==> src/rtl/uart_rx_lite_if.sv <==
`default_nettype none
// ============================================================================
// Module      : uart_rx_lite_if
// Description : Serial line in, received-byte strobe and data out for the
//               lightweight 8N1 UART receiver.
// Revision    : 1.0 - initial release
// ============================================================================
interface uart_rx_lite_if;
    logic       i_uart_rx;
    logic       o_wr;
    logic [7:0] o_data;

    // Driver of the serial line and consumer of the received bytes
    modport master (
        output i_uart_rx,
        input  o_wr,
        input  o_data
    );

    // The receiver itself
    modport slave (
        input  i_uart_rx,
        output o_wr,
        output o_data
    );
endinterface
`default_nettype wire

==> src/rtl/uart_rx_lite.sv <==
`default_nettype none
// ============================================================================
// Module      : uart_rx_lite
// Description : Lightweight 8N1 UART receiver. Synchronizes the raw serial
//               line, samples each bit at mid-bit using a 24-bit down-counter
//               and presents every correctly framed byte on o_data together
//               with a one-cycle o_wr strobe. No FIFO, no parity.
// Revision    : 1.0 - initial release
// ============================================================================
module uart_rx_lite #(
    parameter logic [23:0] CLOCKS_PER_BAUD = 24'd104
) (
    input  wire logic     i_clk,
    input  wire logic     i_rst_n,
    uart_rx_lite_if.slave bus
);

    // Half-bit offset from the start-bit edge to its centre (floor for odd CPB)
    localparam logic [23:0] HALF_BAUD = CLOCKS_PER_BAUD >> 1;

    typedef enum logic [2:0] {
        IDLE      = 3'd0,
        START     = 3'd1,
        DATA      = 3'd2,
        STOP      = 3'd3,
        WAIT_HIGH = 3'd4
    } state_t;

    state_t      state;
    state_t      state_next;
    logic        rx_meta;
    logic        rx_s;
    logic [23:0] baud_cnt;
    logic [23:0] baud_next;
    logic [2:0]  bit_cnt;
    logic [2:0]  bit_next;
    logic [7:0]  shift;
    logic [7:0]  shift_next;
    logic        wr_reg;
    logic        wr_next;
    logic [7:0]  data_reg;
    logic [7:0]  data_next;
    logic        tick;

    // A sample is due when the down-counter has run out
    assign tick = (baud_cnt == 24'd0);

    assign bus.o_wr   = wr_reg;
    assign bus.o_data = data_reg;

    // Two-flop synchronizer for the asynchronous serial line; idles high
    always_ff @(posedge i_clk or negedge i_rst_n) begin
        if (!i_rst_n) begin
            rx_meta <= 1'b1;
            rx_s    <= 1'b1;
        end else begin
            rx_meta <= bus.i_uart_rx;
            rx_s    <= rx_meta;
        end
    end

    // State, counters, shift register and output registers
    always_ff @(posedge i_clk or negedge i_rst_n) begin
        if (!i_rst_n) begin
            state    <= IDLE;
            baud_cnt <= 24'd0;
            bit_cnt  <= 3'd0;
            shift    <= 8'h00;
            wr_reg   <= 1'b0;
            data_reg <= 8'h00;
        end else begin
            state    <= state_next;
            baud_cnt <= baud_next;
            bit_cnt  <= bit_next;
            shift    <= shift_next;
            wr_reg   <= wr_next;
            data_reg <= data_next;
        end
    end

    // Next-state logic: every sample reloads the counter with a full bit
    // period measured from the previous sample, so the sample points are
    // anchored to the start edge and do not drift.
    always_comb begin
        state_next = state;
        baud_next  = tick ? baud_cnt : (baud_cnt - 24'd1);
        bit_next   = bit_cnt;
        shift_next = shift;
        wr_next    = 1'b0;
        data_next  = data_reg;

        case (state)
            IDLE: begin
                if (!rx_s) begin
                    baud_next  = HALF_BAUD - 24'd1;
                    bit_next   = 3'd0;
                    state_next = START;
                end
            end

            START: begin
                if (tick) begin
                    if (rx_s) begin
                        // Line back high at the start-bit centre: a glitch
                        state_next = IDLE;
                    end else begin
                        baud_next  = CLOCKS_PER_BAUD - 24'd1;
                        state_next = DATA;
                    end
                end
            end

            DATA: begin
                if (tick) begin
                    shift_next = {rx_s, shift[7:1]};
                    baud_next  = CLOCKS_PER_BAUD - 24'd1;
                    bit_next   = bit_cnt + 3'd1;
                    if (bit_cnt == 3'd7) begin
                        state_next = STOP;
                    end
                end
            end

            STOP: begin
                if (tick) begin
                    if (rx_s) begin
                        // Returning to IDLE mid stop bit lets a following
                        // start bit be caught without any idle gap
                        wr_next    = 1'b1;
                        data_next  = shift;
                        state_next = IDLE;
                    end else begin
                        state_next = WAIT_HIGH;
                    end
                end
            end

            WAIT_HIGH: begin
                // A held-low line (break) must not produce repeated frames
                if (rx_s) begin
                    state_next = IDLE;
                end
            end

            default: begin
                state_next = IDLE;
            end
        endcase
    end

endmodule
`default_nettype wire

==> src/flat_wrapper.sv <==
// flat-port wrapper written by rule: the top's interface ports become plain ports
module uart_rx_lite_flat 
#(
    parameter logic [23:0] CLOCKS_PER_BAUD = 24'd104
)
  (i_clk, i_rst_n, bus_i_uart_rx, bus_o_wr, bus_o_data);
  uart_rx_lite_if bus_i ();
  input  wire logic i_clk;
  input  wire logic i_rst_n;
  input wire logic [$bits(bus_i.i_uart_rx)-1:0] bus_i_uart_rx;
  output wire logic [$bits(bus_i.o_wr)-1:0] bus_o_wr;
  output wire logic [$bits(bus_i.o_data)-1:0] bus_o_data;
  assign bus_i.i_uart_rx = bus_i_uart_rx;
  assign bus_o_wr = bus_i.o_wr;
  assign bus_o_data = bus_i.o_data;
  uart_rx_lite #(.CLOCKS_PER_BAUD(CLOCKS_PER_BAUD)) u_core (.i_clk(i_clk), .i_rst_n(i_rst_n), .bus(bus_i));
endmodule
==> config.mk <==
export PLATFORM = sky130hd
export DESIGN_NAME = uart_rx_lite_flat
export DESIGN_NICKNAME = d
export VERILOG_FILES = /design/src/rtl/uart_rx_lite_if.sv /design/src/rtl/uart_rx_lite.sv /design/src/flat_wrapper.sv
export SDC_FILE = /design/constraint.sdc
export NUM_CORES = 1
export LEC_CHECK = 0
export CORE_MARGIN = 2
export CORE_UTILIZATION = 65
export CTS_BUF_LIST = sky130_fd_sc_hd__clkbuf_2 sky130_fd_sc_hd__clkbuf_4 sky130_fd_sc_hd__clkbuf_8
export CTS_CLUSTER_SIZE = 40
export DETAILED_ROUTE_END_ITERATION = 8
export DONT_BUFFER_PORTS = 1
export PLACE_DENSITY = 0.81
export SETUP_SLACK_MARGIN = 0.1
export SLEW_MARGIN = 20
export SYNTH_ARGS = -nofsm -noshare
export SYNTH_HDL_FRONTEND = slang
export SYNTH_SLANG_ARGS = --single-unit
==> constraint.sdc <==
create_clock -name i_clk -period 2.7 [get_ports i_clk]
set_input_delay 0.27 -clock i_clk [delete_from_list [all_inputs] [get_ports i_clk]]
set_output_delay 0.27 -clock i_clk [all_outputs]
set_load 0.01 [all_outputs]
==> flow_metrics.env <==
export IMPL_synth_compound_area_frac=0.1030
export IMPL_fin_crit_ns=2.557
export IMPL_synth_seq_cells=49
export IMPL_antenna_cells=0
export IMPL_drive_gt1_frac=0.2263
export IMPL_p_seq_frac=0.617
export IMPL_rrSetupSlack_ns=0.14
export IMPL_seq_area_frac_synth=0.5005
export IMPL_fin_tns_setup_ns=0
export IMPL_ys_flop_type="dfrtp_1"
export IMPL_timing_rr_start="u_core.baud_cnt[0]$_DFF_PN0_"
export IMPL_max_slew_margin_rel=0.5317
export IMPL_power_leakage_nw=1.315
export IMPL_tightest_slew_ns=0.6961
export IMPL_synth_xor_area_frac=0.05708
export IMPL_postRouteAntennaNets=0
export IMPL_drtIter0Drc=117
export IMPL_synth_area_top_cells="dfrtp_1 48%, mux2_2 5.5%, xor2_1 4.6%, nor2_1 3.8%, o21ai_0 2.9%"
export IMPL_grt_max_degree=50
export IMPL_fp_dieArea_sq_um=4284
export IMPL_yosysWarnings=0
export IMPL_synthMuxAreaShare=0.08359
export IMPL_p_total_mw=1.196
export IMPL_gp_congestion=0.8187
export IMPL_drv_cap=0
export IMPL_post_drt_wl_per_cell_microns=17.16
export IMPL_cp_end_kind="register"
export IMPL_path_clk_slew_ns=0.09
export IMPL_finalSetupViolCount=0
export IMPL_whs_ns=0.3636
export IMPL_clock_tree_buffer_depth=2
export IMPL_synthAdderAreaFrac=0.02039
export IMPL_finClkSkew_ns=0.01159
export IMPL_grt_overflow=0
export IMPL_clkPwrFrac=0.362
export IMPL_finalCritPeriodShare=0.9469
export IMPL_yosys_area_share_simple=0.2034
export IMPL_r2r_cells=8
export IMPL_syn_area_per_cell_sq_um=10.91
export IMPL_synth_cell_types=45
export IMPL_crit_arrival_ns=2.76
export IMPL_setup_worst_path_start_class="register"
export IMPL_crit_fanout=6
export IMPL_crit_required_ns=2.90
export IMPL_clock_sinks=49
export IMPL_synth_nets=232
export IMPL_drcViolationCount=0
export IMPL_cts_root_buf="clkbuf_8"
export IMPL_powerDensity_nw_per_um2=435.7
export IMPL_drv_slew=0
export IMPL_io_buffers=0
export IMPL_design_core_area_sq_um=3633
export IMPL_pwr_share_comb=0.021
export IMPL_clk_latency_ns=0.31
export IMPL_multi_input_comb_area_sq_um=1151
export IMPL_synthArstFlopShare=1.000
export IMPL_fp_dieH_microns=65.46
export IMPL_start_util=0.6756
export IMPL_rows=22
export IMPL_synth_edf_count=0
export IMPL_p_sw_frac=0.2156
export IMPL_vdd_drop_max_uv=297.3
export IMPL_design_area_sq_um=2745
export IMPL_dpl_hpwl_mm=3.388
export IMPL_p_int_uw=938.2
export IMPL_hold_viol_final=0
export IMPL_grt_pass1_wl_mm=8.114
export IMPL_syn_inst=225
export IMPL_htree_levels=2
export IMPL_critical_path_class="register to register"
export IMPL_nNetsFinal=249
export IMPL_synth_top_cell_by_area="dfrtp_1"
export IMPL_rsz0062_at_grt="false"
export IMPL_synth_area_sq_um=2455
export IMPL_cp_endpoint="u_core.shift[4]$_DFFE_PN0P_"
export IMPL_vias=1803
export IMPL_antenna_found_initial=0
export IMPL_yosysMostFrequentCell="dfrtp_1"
export IMPL_cts_tree="yes"
export IMPL_finish_utilization=0.7555
export IMPL_vias_per_cell=6.196
export IMPL_hp_class="register to register"
export IMPL_cts_made_buffers=5
export IMPL_p_sw_uw=257.9
export IMPL_max_freq_mhz=391.1
export IMPL_ios=12
export IMPL_synth_top_area_frac=0.4791
export IMPL_worstReg2RegEnd="u_core.shift[4]$_DFFE_PN0P_"
export IMPL_outcome="completed"
export IMPL_n_fill_cell=251
export IMPL_drt_wl_total_mm=4.995
export IMPL_seqCellArea_sq_um=1229
export IMPL_place_area_sq_um=2561
export IMPL_ys_top_cells_by_count="47 x dfrtp_1, 25 x nor2_1, 14 x o21ai_0, 13 x xor2_1, 12 x mux2_2"
export IMPL_synth_top_family_by_area="simple AND/OR/NAND/NOR gates"
export IMPL_grt_pass1_vias=1809
export IMPL_crit_start="u_core.baud_cnt[0]$_DFF_PN0_"
export IMPL_area_growth_pct=11.82
export IMPL_first_pass_iters=4
export IMPL_grtUsageTotal=0.2466
export IMPL_die_width_microns=65.46
registers in the layout (all words and copies together) (netlist names):
register	cells
u_core.state	3
u_core.bit_cnt	3
u_core.bus.o_data	8
u_core.rx_meta	1
u_core.bus.o_wr	1
u_core.baud_cnt	24
u_core.shift	8
u_core.rx_s	1
logic make-up after synthesis:
logic type | after synthesis
simple gates | 85
flops | 49
compound gates | 39
mux | 17
xor+xnor | 16
buf+inv | 15
fa+ha+maj | 4
critical path, cell delays in order (launching register included):
cell and delay [ns]:
dfrtp_1 0.41, inv_1 0.09, ha_1 0.21, or4b_4 0.53, nor4_4 0.35, buf_4 0.19, nand4_4 0.18, buf_12 0.21
mux2_4 0.29
how the worst min path moves through the flow:
stage,cells past startpoint,end,start
6_report,0,u_core.rx_s$_DFF_PN1_,u_core.rx_meta$_DFF_PN1_
2_1_floorplan,0,u_core.baud_cnt[0]$_DFF_PN0_,i_rst_n
4_1_cts,0,u_core.rx_s$_DFF_PN1_,u_core.rx_meta$_DFF_PN1_
3_5_place_dp,0,u_core.baud_cnt[13]$_DFF_PN0_,i_rst_n
5_1_grt,0,u_core.rx_s$_DFF_PN1_,u_core.rx_meta$_DFF_PN1_
3_3_place_gp,0,u_core.baud_cnt[13]$_DFF_PN0_,i_rst_n
placed cells by master, fill, tap and decap left out, drive strengths merged:
cell	n
dfrtp	47
nor2	26
buf	17
mux2	16
o21ai	14
xor2	13
a21oi	9
nor4	9
nand3	8
inv	7
nand2	7
nor3	6
clkbuf	6
or3	5
or4	5
nand4	5
o211ai	4
ha	4
nand2b	3
nor2b	3
o22ai	3
xnor2	3
o31ai	3
or2	2
a211o	2
dlygate4sd3	2
dfstp	2
and2	1
or4b	1
o311ai	1
nor4b	1
nand4b	1
mux2i	1
a311oi	1
a211oi	1
and4	1
nor3b	1
a31oi	1
clkinv	1
per-stage QoR:
step | instances | setup slack, ns
after floorplan | 225 | 0.3684
after global placement | 276 | 0.2696
after detailed placement | 276 | 0.1200
after CTS | 287 | 0.1520
after global routing | 291 | 0.05956
final | 291 | 0.1433
layout make-up:
class | instances | share of cell area
flip-flops and latches | 49 | 0.4476
multi-input cells | 161 | 0.4193
repair buffers | 19 | 0.07019
clock buffers | 6 | 0.02780
well taps | 48 | 0.02188
inverters | 6 | 0.008204
clock inverters | 2 | 0.005014
what timing repair did:
action | in CTS | in global routing
pin swaps | 1 | 2
endpoints found under the setup margin | 4 | 19
buffers inserted | 0 | 4
resized for setup | 0 | 2
hold buffers | 3 | 0
cloned | 0 | 0
hold endpoints to repair | 50 | 0
power groups by stage:
stage	clock, mW	combinational (mW)	sequential, mW
6_report	0.433	0.0249	0.738
5_1_grt	0.471	0.0288	0.738
4_1_cts	0.439	0.0261	0.738
3_5_place_dp	0	0.00425	0.752
3_3_place_gp	0	0.00407	0.752
2_1_floorplan	0	0.00373	0.752
layer usage:
metal  up-vias  global-route usage  routed length [microns]
met3        11             0.03767                      193
met4         0             0.07292                       81
met5         -                   0                        0
met1       889              0.3229                     2167
li1        851                   -                        -
met2        52              0.4260                     2553
Power figures use the tool's default switching activity.
